## src/rtl/mem_arbiter.sv

```systemverilog
// mem_arbiter: shares one SPI memory controller between the fetch port and the load/store port.
// Optional build macro MEM_ARB_ROUND_ROBIN_EN alternates tie grants instead of fixed data priority.
module mem_arbiter #(
    parameter int MIN_GAP_CYCLES = 1
) (
    input  logic        clk,
    input  logic        rst_n,

    input  logic        i_req,
    input  logic [31:0] i_addr,
    input  logic [2:0]  i_num_bytes,
    output logic        i_done,
    output logic [31:0] i_data,

    input  logic        d_req,
    input  logic [31:0] d_addr,
    input  logic [2:0]  d_num_bytes,
    input  logic        d_is_write,
    input  logic [31:0] d_wdata,
    output logic        d_done,
    output logic [31:0] d_rdata,

    output logic        mem_start_request,
    output logic [31:0] mem_target_address,
    output logic [2:0]  mem_num_bytes,
    output logic        mem_is_write,
    output logic [31:0] mem_write_value,
    input  logic        mem_request_done,
    input  logic [31:0] mem_target_data,

    output logic        busy,
    output logic        owner
);

    localparam logic [31:0] GAP_LOAD = (MIN_GAP_CYCLES < 1) ? 32'd1 : 32'(MIN_GAP_CYCLES);

    typedef enum logic [1:0] {
        IDLE,
        ISSUE,
        RESPOND,
        GAP
    } state_t;

    state_t      state;
    state_t      state_next;
    logic [31:0] gap_cnt;
    logic [31:0] gap_cnt_next;
    logic        owner_next;
    logic        grant_data;
    logic        owner_req;
    logic        start_next;
    logic        i_done_next;
    logic        d_done_next;
    logic [31:0] addr_next;
    logic [2:0]  num_bytes_next;
    logic        is_write_next;
    logic [31:0] wdata_next;
    logic [31:0] i_data_next;
    logic [31:0] d_rdata_next;

    function automatic logic [2:0] clamp_bytes(input logic [2:0] n);
        return (n > 3'd4) ? 3'd4 : n;
    endfunction

`ifdef MEM_ARB_ROUND_ROBIN_EN
    // owner doubles as the last-granted record; it resets to fetch, so data wins the first tie
    assign grant_data = d_req && (!i_req || !owner);
`else
    assign grant_data = d_req;
`endif

    assign owner_req = owner ? d_req : i_req;
    assign busy      = (state != IDLE);

    always_comb begin
        state_next     = state;
        gap_cnt_next   = gap_cnt;
        owner_next     = owner;
        start_next     = mem_start_request;
        i_done_next    = i_done;
        d_done_next    = d_done;
        addr_next      = mem_target_address;
        num_bytes_next = mem_num_bytes;
        is_write_next  = mem_is_write;
        wdata_next     = mem_write_value;
        i_data_next    = i_data;
        d_rdata_next   = d_rdata;

        case (state)
            IDLE: begin
                if (d_req || i_req) begin
                    owner_next = grant_data;
                    start_next = 1'b1;
                    state_next = ISSUE;
                    if (grant_data) begin
                        addr_next      = d_addr;
                        num_bytes_next = clamp_bytes(d_num_bytes);
                        is_write_next  = d_is_write;
                        wdata_next     = d_wdata;
                    end else begin
                        addr_next      = i_addr;
                        num_bytes_next = clamp_bytes(i_num_bytes);
                        is_write_next  = 1'b0;
                        wdata_next     = 32'd0;
                    end
                end
            end

            // The downstream transaction always completes, even if the requester gave up
            ISSUE: begin
                if (mem_request_done) begin
                    start_next = 1'b0;
                    if (owner) begin
                        d_rdata_next = mem_target_data;
                    end else begin
                        i_data_next = mem_target_data;
                    end
                    if (owner_req) begin
                        if (owner) begin
                            d_done_next = 1'b1;
                        end else begin
                            i_done_next = 1'b1;
                        end
                        state_next = RESPOND;
                    end else begin
                        gap_cnt_next = GAP_LOAD;
                        state_next   = GAP;
                    end
                end
            end

            RESPOND: begin
                if (!owner_req) begin
                    i_done_next  = 1'b0;
                    d_done_next  = 1'b0;
                    gap_cnt_next = GAP_LOAD;
                    state_next   = GAP;
                end
            end

            GAP: begin
                if (gap_cnt <= 32'd1) begin
                    gap_cnt_next = 32'd0;
                    state_next   = IDLE;
                end else begin
                    gap_cnt_next = gap_cnt - 32'd1;
                end
            end

            default: begin
                state_next = IDLE;
            end
        endcase
    end

    always_ff @(posedge clk) begin
        if (!rst_n) begin
            state              <= IDLE;
            gap_cnt            <= 32'd0;
            owner              <= 1'b0;
            mem_start_request  <= 1'b0;
            i_done             <= 1'b0;
            d_done             <= 1'b0;
            mem_target_address <= 32'd0;
            mem_num_bytes      <= 3'd0;
            mem_is_write       <= 1'b0;
            mem_write_value    <= 32'd0;
            i_data             <= 32'd0;
            d_rdata            <= 32'd0;
        end else begin
            state              <= state_next;
            gap_cnt            <= gap_cnt_next;
            owner              <= owner_next;
            mem_start_request  <= start_next;
            i_done             <= i_done_next;
            d_done             <= d_done_next;
            mem_target_address <= addr_next;
            mem_num_bytes      <= num_bytes_next;
            mem_is_write       <= is_write_next;
            mem_write_value    <= wdata_next;
            i_data             <= i_data_next;
            d_rdata            <= d_rdata_next;
        end
    end

endmodule

```

## config.mk

```make
export PLATFORM = sky130hd
export DESIGN_NAME = mem_arbiter
export DESIGN_NICKNAME = d
export VERILOG_FILES = /design/src/rtl/mem_arbiter.sv
export SDC_FILE = /design/constraint.sdc
export NUM_CORES = 1
export LEC_CHECK = 0
export BUFFER_PORTS_ARGS = -buffer_cell sky130_fd_sc_hd__buf_4
export CAP_MARGIN = 20
export CORE_MARGIN = 5
export CORE_UTILIZATION = 50
export CTS_CLUSTER_DIAMETER = 30
export DETAILED_ROUTE_END_ITERATION = 12
export PLACE_DENSITY = 0.82
export SETUP_SLACK_MARGIN = 0.5
export SKIP_CTS_REPAIR_TIMING = 1
export SLEW_MARGIN = 20
export SYNTH_ARGS = -nofsm -noshare
export SYNTH_HDL_FRONTEND = slang
export SYNTH_SLANG_ARGS = --single-unit
```

## constraint.sdc

```tcl
create_clock -name clk -period 6 [get_ports clk]
set_clock_uncertainty 0.2 [all_clocks]
set_input_delay 0.6 -clock clk [delete_from_list [all_inputs] [get_ports clk]]
set_output_delay 0.6 -clock clk [all_outputs]
set_load 0.02 [all_outputs]
```

# ---- Yosys cells after proc, flatten, opt, wreduce, memory -nomap -nowiden
# Cells that the tools add are included.
# Widths: inputs -> output; s select.
dict set report totals {
  regBits 170
  latch_bits 0
  ramBits 0
  mem_bits_ro 0
  output_inout_bits 137
  mem_count 0
}
dict set report op_classes {
  n_addsub 1
  multipliers 0
  n_div 0
  magnitude_cmp 3
  eq_ne 10
  shifts 0
  muxes 29
  bitwise_logic 1
  reduce_logical 14
}
# cell n
set op_table {}
lappend op_table {{$mux 32} 5}
lappend op_table {{$pmux 32 s3} 1}
lappend op_table {{$le 32x1->1 const B} 1}
lappend op_table {{$sub 32x1->32 const B} 1}
lappend op_table {{$ne 2x2->1 const B} 7}
lappend op_table {{$mux 1} 12}
lappend op_table {{$reduce_and 5->1} 2}
lappend op_table {{$mux 3} 3}
lappend op_table {{$reduce_and 3->1} 3}
lappend op_table {{$mux 2} 4}
lappend op_table {{$pmux 2 s4} 1}
lappend op_table {{$gt 3x3->1 const B} 2}
lappend op_table {{$pmux 1 s2} 3}
lappend op_table {{$reduce_bool 2->1} 3}
lappend op_table {{$eq 2x2->1 const B} 2}
lappend op_table {{$reduce_and 2->1} 2}
lappend op_table {{$reduce_and 4->1} 1}
lappend op_table {{$reduce_bool 3->1} 1}
lappend op_table {{$eq 2x1->1 const B} 1}
lappend op_table {{$logic_not 2->1} 1}
lappend op_table {{$logic_or 1x1->1} 1}
lappend op_table {{$not 1->1} 1}

# ---- Depth between registers and ports, before layout
# Gate-level depths: netlist of run 1.
dict set report logic_depth {
  depth_word 4
  mapped_depth 9
  depth_no_buf 7
}

# ---- Worst setup path before layout of run 1
# No wires, ideal clock.
dict set report synth_timing {
  path_type {register to register}
  startpoint {register gap_cnt[4]}
  endpoint {register gap_cnt[27]}
  setup_ps 66
  arrival_time_ps 2408
  required_ps 5734
  slack_ps 3326
  stages_incl_launch_ff 6
  n_path_buf 0
  synth_period_minus_slack_ps 2674
  cell_sequence {dfxtp_1 > or4_4 > or3_4 > or4_4 > or4_4 > a21oi_2}
}
dict set report synth_between {
  elab_chain_len 3
  word_cells_on_any_way 4
  classes_between {1 x add/sub; 1 x order compare; 2 x mux}
}
# item line_no
set synth_lines {}
lappend synth_lines {{from (decl)} 46} ;# logic [31:0] gap_cnt;
lappend synth_lines {{from (signal assigned)} 172} ;# gap_cnt <= gap_cnt_next;
lappend synth_lines {{$sub 32x1->32 / $le 32x1->1 (equally long branches)} {146, 142}}
lappend synth_lines {{$mux 32 (*)} 142} ;# if (gap_cnt <= 32'd1) begin
lappend synth_lines {{$pmux 32 s3 (*)} 89} ;# case (state)
# Every way passes the cells marked *; elsewhere a longest branch is shown, timed or not.
# A chain may end at the register's enable or synchronous reset.

# ---- Worst setup path after layout of run 1
dict set report layout_timing {
  startpoint {register gap_cnt[4]}
  endpoint {register gap_cnt[23]}
}
# The elaborated chain is that of the path after synthesis.

==> results of run 1 <==
==> area by class of cell <==
cell class | instances | area, um^2 | area share (%)
Clock buffer | 19 | 453 | 4.59
Clock inverter | 13 | 136 | 1.38
Inverter | 6 | 22.5 | 0.228
Multi-Input combinational cell | 578 | 3500 | 35.4
Sequential cell | 170 | 3400 | 34.5
Tap cell | 180 | 225 | 2.28
Timing Repair Buffer | 284 | 2130 | 21.6
==> through the flow <==
stage,hold WS (ps),std cells
3_5_place_dp,256,1218
4_1_cts,225,1250
3_3_place_gp,250,1218
5_1_grt,232,1250
2_1_floorplan,253,815
6_report,242,1250
==> registers in the layout (all words and copies together), names as in the netlist <==
signal / count
d_done: 1
d_rdata: 32
gap_cnt: 32
i_data: 32
i_done: 1
mem_is_write: 1
mem_num_bytes: 3
mem_start_request: 1
mem_target_address: 32
mem_write_value: 32
owner: 1
state: 2
==> final timing paths <==
check / start / to / slack (ps) / cells after the start
setup / recovery: gap_cnt[4]$_SDFFE_PN0P_ / gap_cnt[23]$_SDFFE_PN0P_ / 3010 / 6
hold / removal: mem_target_data[19] / d_rdata[19]$_SDFFE_PN0P_ / 240 / 3
setup reg to reg: gap_cnt[4]$_SDFFE_PN0P_ / gap_cnt[23]$_SDFFE_PN0P_ / 3010 / 6
hold reg to reg: mem_write_value[15]$_SDFFE_PN0P_ / mem_write_value[15]$_SDFFE_PN0P_ / 260 / 2
==> metal layers <==
| metal | wire [um] | GRT usage [%] | share of wire, % |
|---|---|---|---|
| met5 | 0 | 0 | 0 |
| met4 | 450 | 8.13 | 2.3 |
| met2 | 9630 | 38.9 | 50 |
| met1 | 7730 | 26.8 | 40 |
| met3 | 1640 | 7.63 | 8.4 |
==> worst max-delay path: cells and delay by family, from the launching register on <==
family,cells,cell delay [ps]
compound gates,1,200
buf+inv,1,340
flops,1,350
simple gates,4,1780
==> cells by family (layout without fill, tap and decap cells) <==
family,Yosys count,count (layout),synth area share [%]
DFF,170,170,47.6
muxes,36,36,5.06
and+or+nand+nor,350,350,21.7
AOI/OAI and AO/OA,161,161,18.0
buffers and inverters,67,322,3.59
adders and majority gates,6,6,1.05
xor gates and xnor gates,25,25,3.06
==> power by group through the flow <==
stage               registers, mW  clock network [mW]  logic, mW
floorplan                    1.75                   0       1.28
global route                 1.62                1.14       2.28
CTS                          1.58                1.10       2.07
finish                       1.58                1.08       2.06
detailed placement           1.59                   0       2.06
global placement             1.59                   0       2.02
==> cells in the mapped netlist, types with 3 or more instances <==
cell | count | area share [%]
nand2_1 | 207 | 11
dfxtp_1 | 170 | 48
a21boi_0 | 99 | 10
clkbuf_1 | 57 | 3.0
nand3_1 | 42 | 2.9
nor2_1 | 41 | 2.2
mux2i_1 | 35 | 4.9
o211a_1 | 35 | 4.9
xnor2_1 | 20 | 2.5
nor4_1 | 12 | 1.1
nor3_1 | 9 | 0.63
or3_1 | 8 | 0.70
a21oi_1 | 6 | 0.42
ha_1 | 6 | 1.1
inv_1 | 5 | 0.26
or4_1 | 5 | 0.53
or4_4 | 5 | 0.79
xor2_1 | 5 | 0.61
buf_2 | 4 | 0.28
nor2b_1 | 4 | 0.35
o21ai_0 | 4 | 0.28
or2_2 | 4 | 0.35
nand4_1 | 3 | 0.26
==> out/metrics.cfg, run 1 <==
[timing]
finalMaxSlewViolations = 0
setup_slack_ps = 3010
hold_viol = 0
max_slew.worst_pin.slew_ps = 952
fmax_ghz = 0.335
setup_violations = 0
max_slew_margin_pct = 36.5
rsz0062_at_grt = no
tns_ps = 0
timing.final.crit_period_ps = 2990
fin_crit_sh_pct = 49.8

[grt]
grt_max_degree = 88
antenna_found_initial = 0
grt_use_total_pct = 22.8
grt_pass1_vias = 6238
grt_pass1_wl_um = 30800
gr-total-overflow = 0

[critical_path]
cpMaxStageDelayCell = or4_4
arrival_ps = 3090
worst_setup_path_start_kind = register
worstPathMaxFanout = 30
cp_cell_sequence = or4_4 > or3_4 > or4_4 > o211ai_1 > buf_4 > nor2_1
slowest_delay_ps = 610
end_kind = register
crit_type = reg -> reg
critPathMostFrequentCell = or4_4
worstPathRequired_ps = 6100

[routing]
wirelength_um = 19400
drt_iter0_markers = 322
vias = 6544
drt_pass1_iterations = 4
drc = 0
avgViaCountPerCell = 5.24
detail-route-antenna-nets = 0
avgRoutedWirePerCell_um = 15.6

[yosys]
synth-warning-count = 0
yosysUniqueCellTypes = 48
ys_seq_area_share_pct = 47.6
syn_nets = 961
syn_inst = 815
ys_ff_latch = 170
synthArstFlopShare_pct = 0
synth-edff-count = 0
synth_area_per_cell_um2 = 8.77
synth_ff_type = dfxtp_1
synthesis.area_um2 = 7150

[place]
hpwl_um = 13800
io_buffers = 276
gp_congestion = 0.779
place_area_um2 = 9280
dp_slack_ps = 2730

[cells_and_area]
fin_util_pct = 70.8
final_cell_mix = buf_4 (284), nand2_1 (206), dfxtp_1 (170)
area_growth_pct = 38.1
final_area_um2 = 9870
final_common_cell = buf_4
fillCellCount = 1118
antennaDiodeCount = 0
nets = 1203
drive_above_1_share_pct = 31.1

[cts]
htree_num_levels = 4
cts_tree = built
clock_sinks = 170
clockBufferDepth = 2
path_clk_slew_ps = 70
cts_root_buf = clkbuf_16
cts_buffers = 17
clk_latency_ps = 420

[pwr]
leakagePower_nw = 4.55
pwr-share-clk_pct = 22.8
p_switching_mw = 1.85
p_per_area_nw_per_um2 = 478
power_mw = 4.72
ir_drop_mv = 0.311
p_comb_share_pct = 43.7
p_sw_share_pct = 39.3
power_frac_seq_pct = 33.5
p_int_mw = 2.86

[outcome]
outcome = completed

[floorplan]
ios = 277
die_area_um2 = 16800
die_w_um = 130
core_um2 = 13900
fp.dieH_um = 130
start_util_pct = 51.3
fp-row-count = 43

[worst_hold_path]
hold_class = in -> reg

[job]
drv_cap = 0

(Power assumes the default switching activity.)
==> run 2: changes to the inputs <==
--- a/config.mk
+++ b/config.mk
@@ -8,10 +8,10 @@
 export BUFFER_PORTS_ARGS = -buffer_cell sky130_fd_sc_hd__buf_4
 export CAP_MARGIN = 20
 export CORE_MARGIN = 5
-export CORE_UTILIZATION = 50
+export CORE_UTILIZATION = 49
 export CTS_CLUSTER_DIAMETER = 30
 export DETAILED_ROUTE_END_ITERATION = 12
-export PLACE_DENSITY = 0.82
+export PLACE_DENSITY = 0.8
 export SETUP_SLACK_MARGIN = 0.5
 export SKIP_CTS_REPAIR_TIMING = 1
 export SLEW_MARGIN = 20
==> constraint.sdc (replaced) <==
create_clock -name clk -period 2.81 [get_ports clk]
set_clock_uncertainty 0.2 [all_clocks]
set_input_delay 0.281 -clock clk [delete_from_list [all_inputs] [get_ports clk]]
set_output_delay 0.281 -clock clk [all_outputs]
set_load 0.02 [all_outputs]
==> out/metrics.cfg, run 2 (synthesis gave the netlist of run 1 again) <==
[grt]
grt_use_total_pct = 23.4  ; +0.61 points
antenna_found_initial = 0  ; unchanged
gr-total-overflow = 0  ; unchanged
grt_pass1_wl_um = 31400  ; +1.7%
grt_pass1_vias = 6228  ; -0.16%
grt_max_degree = 76  ; -14%

[timing]
finalMaxSlewViolations = 0  ; unchanged
setup_slack_ps = 139  ; -2870 ps
timing.final.crit_period_ps = 2670  ; -319 ps
max_slew.worst_pin.slew_ps = 674  ; -279 ps
fmax_ghz = 0.374  ; +12%
tns_ps = 0  ; unchanged
fin_crit_sh_pct = 95.0  ; +45 points
fin_worst_hold_slack_ps = -0.859  ; -243 ps
hold_viol = 1  ; +1
max_slew_margin_pct = 55.1  ; +19 points
rsz0062_at_grt = yes
setup_violations = 0  ; unchanged

[floorplan]
core_um2 = 14400  ; +3.5%
fp-row-count = 44  ; +2.3%
ios = 277  ; unchanged
fp.dieH_um = 131  ; +0.94%
die_w_um = 131  ; +0.94%
start_util_pct = 49.6  ; -1.7 points
die_area_um2 = 17100  ; +1.9%

[worst_hold_path]
hold_depth = 4  ; +1
hp-start = i_addr[4]
hold_end = mem_target_address[4]$_SDFFE_PN0P_
hold_class = in -> reg

[critical_path]
critPathMostFrequentCell = or4_4
crit_type = reg -> reg
crit_buf_inv = 2  ; +1
reg2reg_from = gap_cnt[14]$_SDFFE_PN0P_
cpMaxStageDelayCell = or4_4
cp_cell_sequence = or4_4 > or4_4 > or4_4 > o211ai_1 > buf_4 > clkbuf_16 > nor2_1
reg2regPathDepth = 7  ; +1
slowest_delay_ps = 540  ; -70 ps
worstPathMaxFanout = 8  ; -73%
arrival_ps = 2790  ; -300 ps
worstPathRequired_ps = 2930  ; -3170 ps
rr_endpoint = gap_cnt[6]$_SDFFE_PN0P_
critical-path-top-delay-family = simple AND/OR/NAND/NOR gates
worst_setup_path_start_kind = register
end_kind = register
r2r_slack_ps = 140  ; -2870 ps

[cells_and_area]
nets = 1291  ; +7.3%
antennaDiodeCount = 0  ; unchanged
fillCellCount = 960  ; -14%
area_growth_pct = 51.3
drive_above_1_share_pct = 32.0  ; +0.89 points
final_common_cell = buf_4
regArea_um2 = 3420  ; +0.44%
final_cell_mix = buf_4 (299), nand2_1 (207), dfxtp_1 (162)
multi_input_area_um2 = 3550  ; +1.6%

[cts]
clk_latency_ps = 420  ; about the same
htree_num_levels = 4  ; unchanged
cts_buffers = 17  ; unchanged
cts_root_buf = clkbuf_16
cts_tree = built
path_clk_slew_ps = 60  ; about the same
clock_sinks = 170  ; unchanged
clockBufferDepth = 2  ; unchanged

[routing]
detail-route-antenna-nets = 0  ; unchanged
vias = 7044  ; +7.6%
drt_iter0_markers = 332  ; +3.1%
drt_pass1_iterations = 5  ; +1
drc = 0  ; unchanged
wirelength_um = 22400  ; +15%
avgRoutedWirePerCell_um = 16.8  ; +7.7%
avgViaCountPerCell = 5.26  ; +0.41%

[pwr]
p_per_area_nw_per_um2 = 1010  ; +110%
ir_drop_mv = 0.587  ; +89%
leakagePower_nw = 4.94  ; +8.5%

[outcome]
violations = negative hold slack
outcome = finished, violations left

[place]
hpwl_um = 14700  ; +6.3%
gp_congestion = 0.819  ; +5.1%
dp_slack_ps = 76.2  ; -2660 ps
io_buffers = 276  ; unchanged

[job]
drv_cap = 0  ; unchanged

run 2: cell count changes in the layout (fill, tap and decap cells not counted), moves of 4 or more:
cell           delta
dfxtp_2           +6
nor2_2            +4
clkinv_4          -4
buf_12            +4
buf_4            +15
dlygate4sd3_1    +65
nor2_1            -4
dfxtp_1           -8
run 2: area by class of cell:
cell class | instances | area share, %
clock buffers | 24 | 4.55
repair buffers | 372 | 28.1
multi-input cells | 578 | 32.9
clock inverters | 6 | 0.590
inverters | 6 | 0.208
well taps | 184 | 2.13
flip-flops and latches | 170 | 31.6
run 2: worst max-delay path by stage:
stage	end	depth (start not counted)	start
2_1_floorplan	gap_cnt[17]$_SDFFE_PN0P_	6	gap_cnt[16]$_SDFFE_PN0P_
6_report	gap_cnt[6]$_SDFFE_PN0P_	7	gap_cnt[14]$_SDFFE_PN0P_
3_5_place_dp	gap_cnt[7]$_SDFFE_PN0P_	6	gap_cnt[14]$_SDFFE_PN0P_
3_3_place_gp	gap_cnt[2]$_SDFFE_PN0P_	6	gap_cnt[14]$_SDFFE_PN0P_
5_1_grt	gap_cnt[26]$_SDFFE_PN0P_	7	gap_cnt[28]$_SDFFE_PN0P_
4_1_cts	gap_cnt[6]$_SDFFE_PN0P_	6	gap_cnt[14]$_SDFFE_PN0P_
run 2: power by group:
part           switching, mW  internal [mW]  leakage (nW)
clock                  0.916           1.30         0.269
combinational           2.81           2.48          3.27
sequential             0.414           2.98          1.39
run 2: per-stage QoR:
| step | hold slack (ps) | power, mW | util, % | std cells | instance area, um^2 |
|---|---|---|---|---|---|
| 6_report | -0.859 | 10.9 | 75.0 | 1340 | 10800 |
| 3_3_place_gp | 248 | 7.89 | 65.3 | 1232 | 9420 |
| 5_1_grt | 1.77 | 11.6 | 75.0 | 1340 | 10800 |
| 2_1_floorplan | 226 | 6.56 | - | 815 | 7180 |
| 4_1_cts | -92.9 | 10.2 | 69.2 | 1262 | 9980 |
| 3_5_place_dp | 256 | 7.96 | 65.3 | 1232 | 9420 |
run 2: metal layers:
layer / routed length (um) / up-vias / track usage (%) / part of all wire (%)
met2: 11600 / 251 / 40.2 / 52
li1: - / 3447 / - / -
met5: 0 / - / 0 / 0
met4: 619 / 0 / 9.32 / 2.8
met1: 8480 / 3297 / 26.1 / 38
met3: 1750 / 49 / 8.94 / 7.8
run 2: worst register-to-register path, delay by kind of cell (launching register included):
family / cells / cell delay [ps]
simple gates: 4 / 1500
compound gates: 1 / 190
buf+inv: 2 / 340
flops: 1 / 320
==> run 3: changes to the inputs <==
--- a/config.mk
+++ b/config.mk
@@ -5,6 +5,7 @@
 export SDC_FILE = /design/constraint.sdc
 export NUM_CORES = 1
 export LEC_CHECK = 0
+export ABC_AREA = 1
 export BUFFER_PORTS_ARGS = -buffer_cell sky130_fd_sc_hd__buf_4
 export CAP_MARGIN = 20
 export CORE_MARGIN = 5
==> out/metrics.cfg, run 3 <==
[outcome]
outcome = completed

[floorplan]
fp-row-count = 43  ; -2.3%
ios = 277  ; unchanged
fp.dieH_um = 130  ; -0.84%
core_um2 = 14000  ; -3.0%
die_w_um = 130  ; -0.84%
die_area_um2 = 16800  ; -1.7%
start_util_pct = 50.2  ; +0.61 points

[timing]
max_slew.worst_pin.slew_ps = 712  ; +38.5 ps
tns_ps = 0  ; unchanged
timing.final.crit_period_ps = 2290  ; -384 ps
fmax_ghz = 0.437  ; +17%
hold_viol = 0  ; -1
fin_crit_sh_pct = 81.4  ; -14 points
finalMaxSlewViolations = 0  ; unchanged
setup_violations = 0  ; unchanged
setup_slack_ps = 524  ; +384 ps
rsz0062_at_grt = yes
max_slew_margin_pct = 52.5  ; -2.5 points

[place]
dp_slack_ps = 539  ; +463 ps
post-place-cells = 1367  ; +11%
gp_congestion = 0.893  ; +9.1%
io_buffers = 276  ; unchanged
hpwl_um = 15200  ; +3.4%

[worst_hold_path]
hold_class = in -> reg
hold_end = mem_num_bytes[0]$_SDFFE_PN0P_
hold_depth = 4  ; unchanged
hp-start = d_num_bytes[2]

[cells_and_area]
final_cell_mix = buf_4 (289), nand2_1 (177), dfxtp_1 (170)
fin_cells = 1540  ; +15%
final_common_cell = buf_4
fillCellCount = 813  ; -15%
drive_above_1_share_pct = 25.1  ; -6.9 points
area_growth_pct = 59.8
nets = 1492  ; +16%

[routing]
drc = 0  ; unchanged
wirelength_um = 28900  ; +29%
drt_iter0_markers = 610  ; +84%
detail-route-antenna-nets = 0  ; unchanged
vias = 8472  ; +20%
avgRoutedWirePerCell_um = 18.8  ; +12%
drt_pass1_iterations = 9  ; +4
avgViaCountPerCell = 5.50  ; +4.7%

[yosys]
synth_top_family_by_area = simple AND/OR/NAND/NOR gates
synth-edff-count = 0  ; unchanged
ys_seq_area_share_pct = 48.5  ; +0.88 points
synth_simple_gate_area_share_pct = 23.9  ; +2.2 points
synthMuxAreaShare_pct = 0  ; -5.1 points
synth_xor_area_share_pct = 2.62  ; -0.44 points
synth_top_area_share_pct = 48.5  ; +0.88 points
yosys.area_share.adder_pct = 1.07  ; +0.019 points
yosysMostFrequentCell = nand2_1
syn_nets = 1102  ; +15%
synth_ff_type = dfxtp_1
synthesis.area_um2 = 7020  ; -1.8%
synthTopCellsByCount = nand2_1 (177), dfxtp_1 (170), nor2_1 (161), o21ai_0 (104), a21oi_1 (79)
ys_ff_latch = 170  ; unchanged
yosysTopAreaCell = dfxtp_1
synthArstFlopShare_pct = 0  ; unchanged
syn_inst = 956  ; +17%
synth-warning-count = 0  ; unchanged
synth_area_per_cell_um2 = 7.34  ; -16%
synth_compound_area_share_pct = 16.6  ; -1.3 points
yosysUniqueCellTypes = 31  ; -35%
synthTopCellsByArea = dfxtp_1 (48%), nand2_1 (9.5%), nor2_1 (8.6%), o21ai_0 (7.4%), a21oi_1 (5.6%)

[cts]
htree_num_levels = 4  ; unchanged
cts_root_buf = clkbuf_16
cts_buffers = 17  ; unchanged
clockBufferDepth = 2  ; unchanged
cts_tree = built
clock_sinks = 170  ; unchanged
clk_latency_ps = 430  ; about the same
path_clk_slew_ps = 70  ; about the same

[critical_path]
critPathMostFrequentCell = o21ai_0
path_depth = 8  ; +1
rr_endpoint = mem_num_bytes[2]$_SDFFE_PN0P_
arrival_ps = 2360  ; -430 ps
reg2reg_from = state[0]$_SDFFE_PN0P_
crit_type = reg -> reg
worst_setup_path_start_kind = register
critical-path-top-delay-family = buffers and inverters
crit_buf_inv = 3  ; +1
slowest_delay_ps = 450  ; -90 ps
cpMaxStageDelayCell = buf_4
r2r_slack_ps = 520  ; +380 ps
end_kind = register
worstPathMaxFanout = 55  ; +47
worstPathRequired_ps = 2880  ; -50 ps
cp_cell_sequence = inv_1 > ha_1 > nand2_1 > inv_2 > buf_4 > o21ai_0 > o21ai_0 > nor2_1
reg2regPathDepth = 8  ; +1

[grt]
antenna_found_initial = 0  ; unchanged
grt_max_degree = 78  ; +2.6%
gr-total-overflow = 0  ; unchanged
grt_pass1_wl_um = 32800  ; +4.7%
grt_use_total_pct = 24.4  ; +1.0 points
grt_pass1_vias = 6956  ; +12%

[pwr]
leakagePower_nw = 5.12  ; +3.8%
ir_drop_mv = 0.675  ; +15%
power_mw = 11.5  ; +5.3%
p_per_area_nw_per_um2 = 1020  ; +1.6%

[job]
drv_cap = 0  ; unchanged

==> run 3: changes by cell type after synthesis, sizes merged, moves of 29 or more <==
| cell | change |
|---|---|
| inv | +66 |
| nor2 | +123 |
| o21ai | +100 |
| nand2 | -29 |
| a21boi | -99 |
| o211a | -35 |
| a21oi | +73 |
| a31oi | +31 |
| mux2i | -35 |
==> run 3: worst max path at each step <==
| stage | from | to | slack [ps] |
|---|---|---|---|
| floorplan | state[0]$_SDFFE_PN0P_ | gap_cnt[22]$_SDFFE_PN0P_ | 840 |
| global placement | state[1]$_SDFFE_PN0P_ | gap_cnt[17]$_SDFFE_PN0P_ | 620 |
| detailed placement | state[0]$_SDFFE_PN0P_ | gap_cnt[17]$_SDFFE_PN0P_ | 540 |
| CTS | state[0]$_SDFFE_PN0P_ | gap_cnt[17]$_SDFFE_PN0P_ | 530 |
| global route | state[1]$_SDFFE_PN0P_ | d_rdata[18]$_SDFFE_PN0P_ | 400 |
| finish | state[0]$_SDFFE_PN0P_ | mem_num_bytes[2]$_SDFFE_PN0P_ | 520 |
==> run 3: stage by stage <==
stage / area [um^2] / utilization (%) / hold slack, ps
6_report: 11200 / 80.2 / 98.5
5_1_grt: 11200 / 80.2 / 100
4_1_cts: 9790 / 70.0 / -127
3_5_place_dp: 9150 / 65.4 / 238
3_3_place_gp: 9150 / 65.4 / 233
2_1_floorplan: 7020 / - / 216
==> run 3: worst reg2reg max path: stages (launching register included) <==
cell     delay, ps
dfxtp_1        330
inv_1          150
ha_1           250
nand2_1        110
inv_2           70
buf_4          450
o21ai_0        240
o21ai_0        190
nor2_1         130
==> run 3: final cells by class <==
type / instances / area, um^2 / area share (%)
Inverter: 71 / 270 / 2.41
Timing Repair Buffer: 425 / 3530 / 31.5
Multi-Input combinational cell: 660 / 3140 / 28.0
Antenna cell: 1 / 2.50 / 0.0223
Clock buffer: 19 / 443 / 3.95
Tap cell: 180 / 225 / 2.01
Sequential cell: 170 / 3400 / 30.3
Clock inverter: 13 / 191 / 1.71
Timing Repair inverter: 1 / 7.51 / 0.0669
==> run 3: where the power goes <==
part	internal, mW	switching (mW)	total (mW)
sequential	3.01	0.464	3.47
combinational	2.00	3.47	5.47
clock	1.52	1.02	2.54
total	6.54	4.95	11.5
==> run 3: routing by layer <==
metal	global-route usage [%]	wire length [um]	up-vias
li1	-	-	3893
met2	42.7	14400	573
met4	11.0	1820	0
met1	26.5	10100	3850
met3	8.78	2560	156
met5	0	0	-
==> run 3: kinds of logic after synthesis <==
| family | Yosys count |
|---|---|
| AND/OR/NAND/NOR | 413 |
| buffers and inverters | 126 |
| AO/OA/AOI/OAI | 220 |
| adder cells (fa/ha/maj) | 6 |
| XOR/XNOR | 21 |
| flip-flops | 170 |
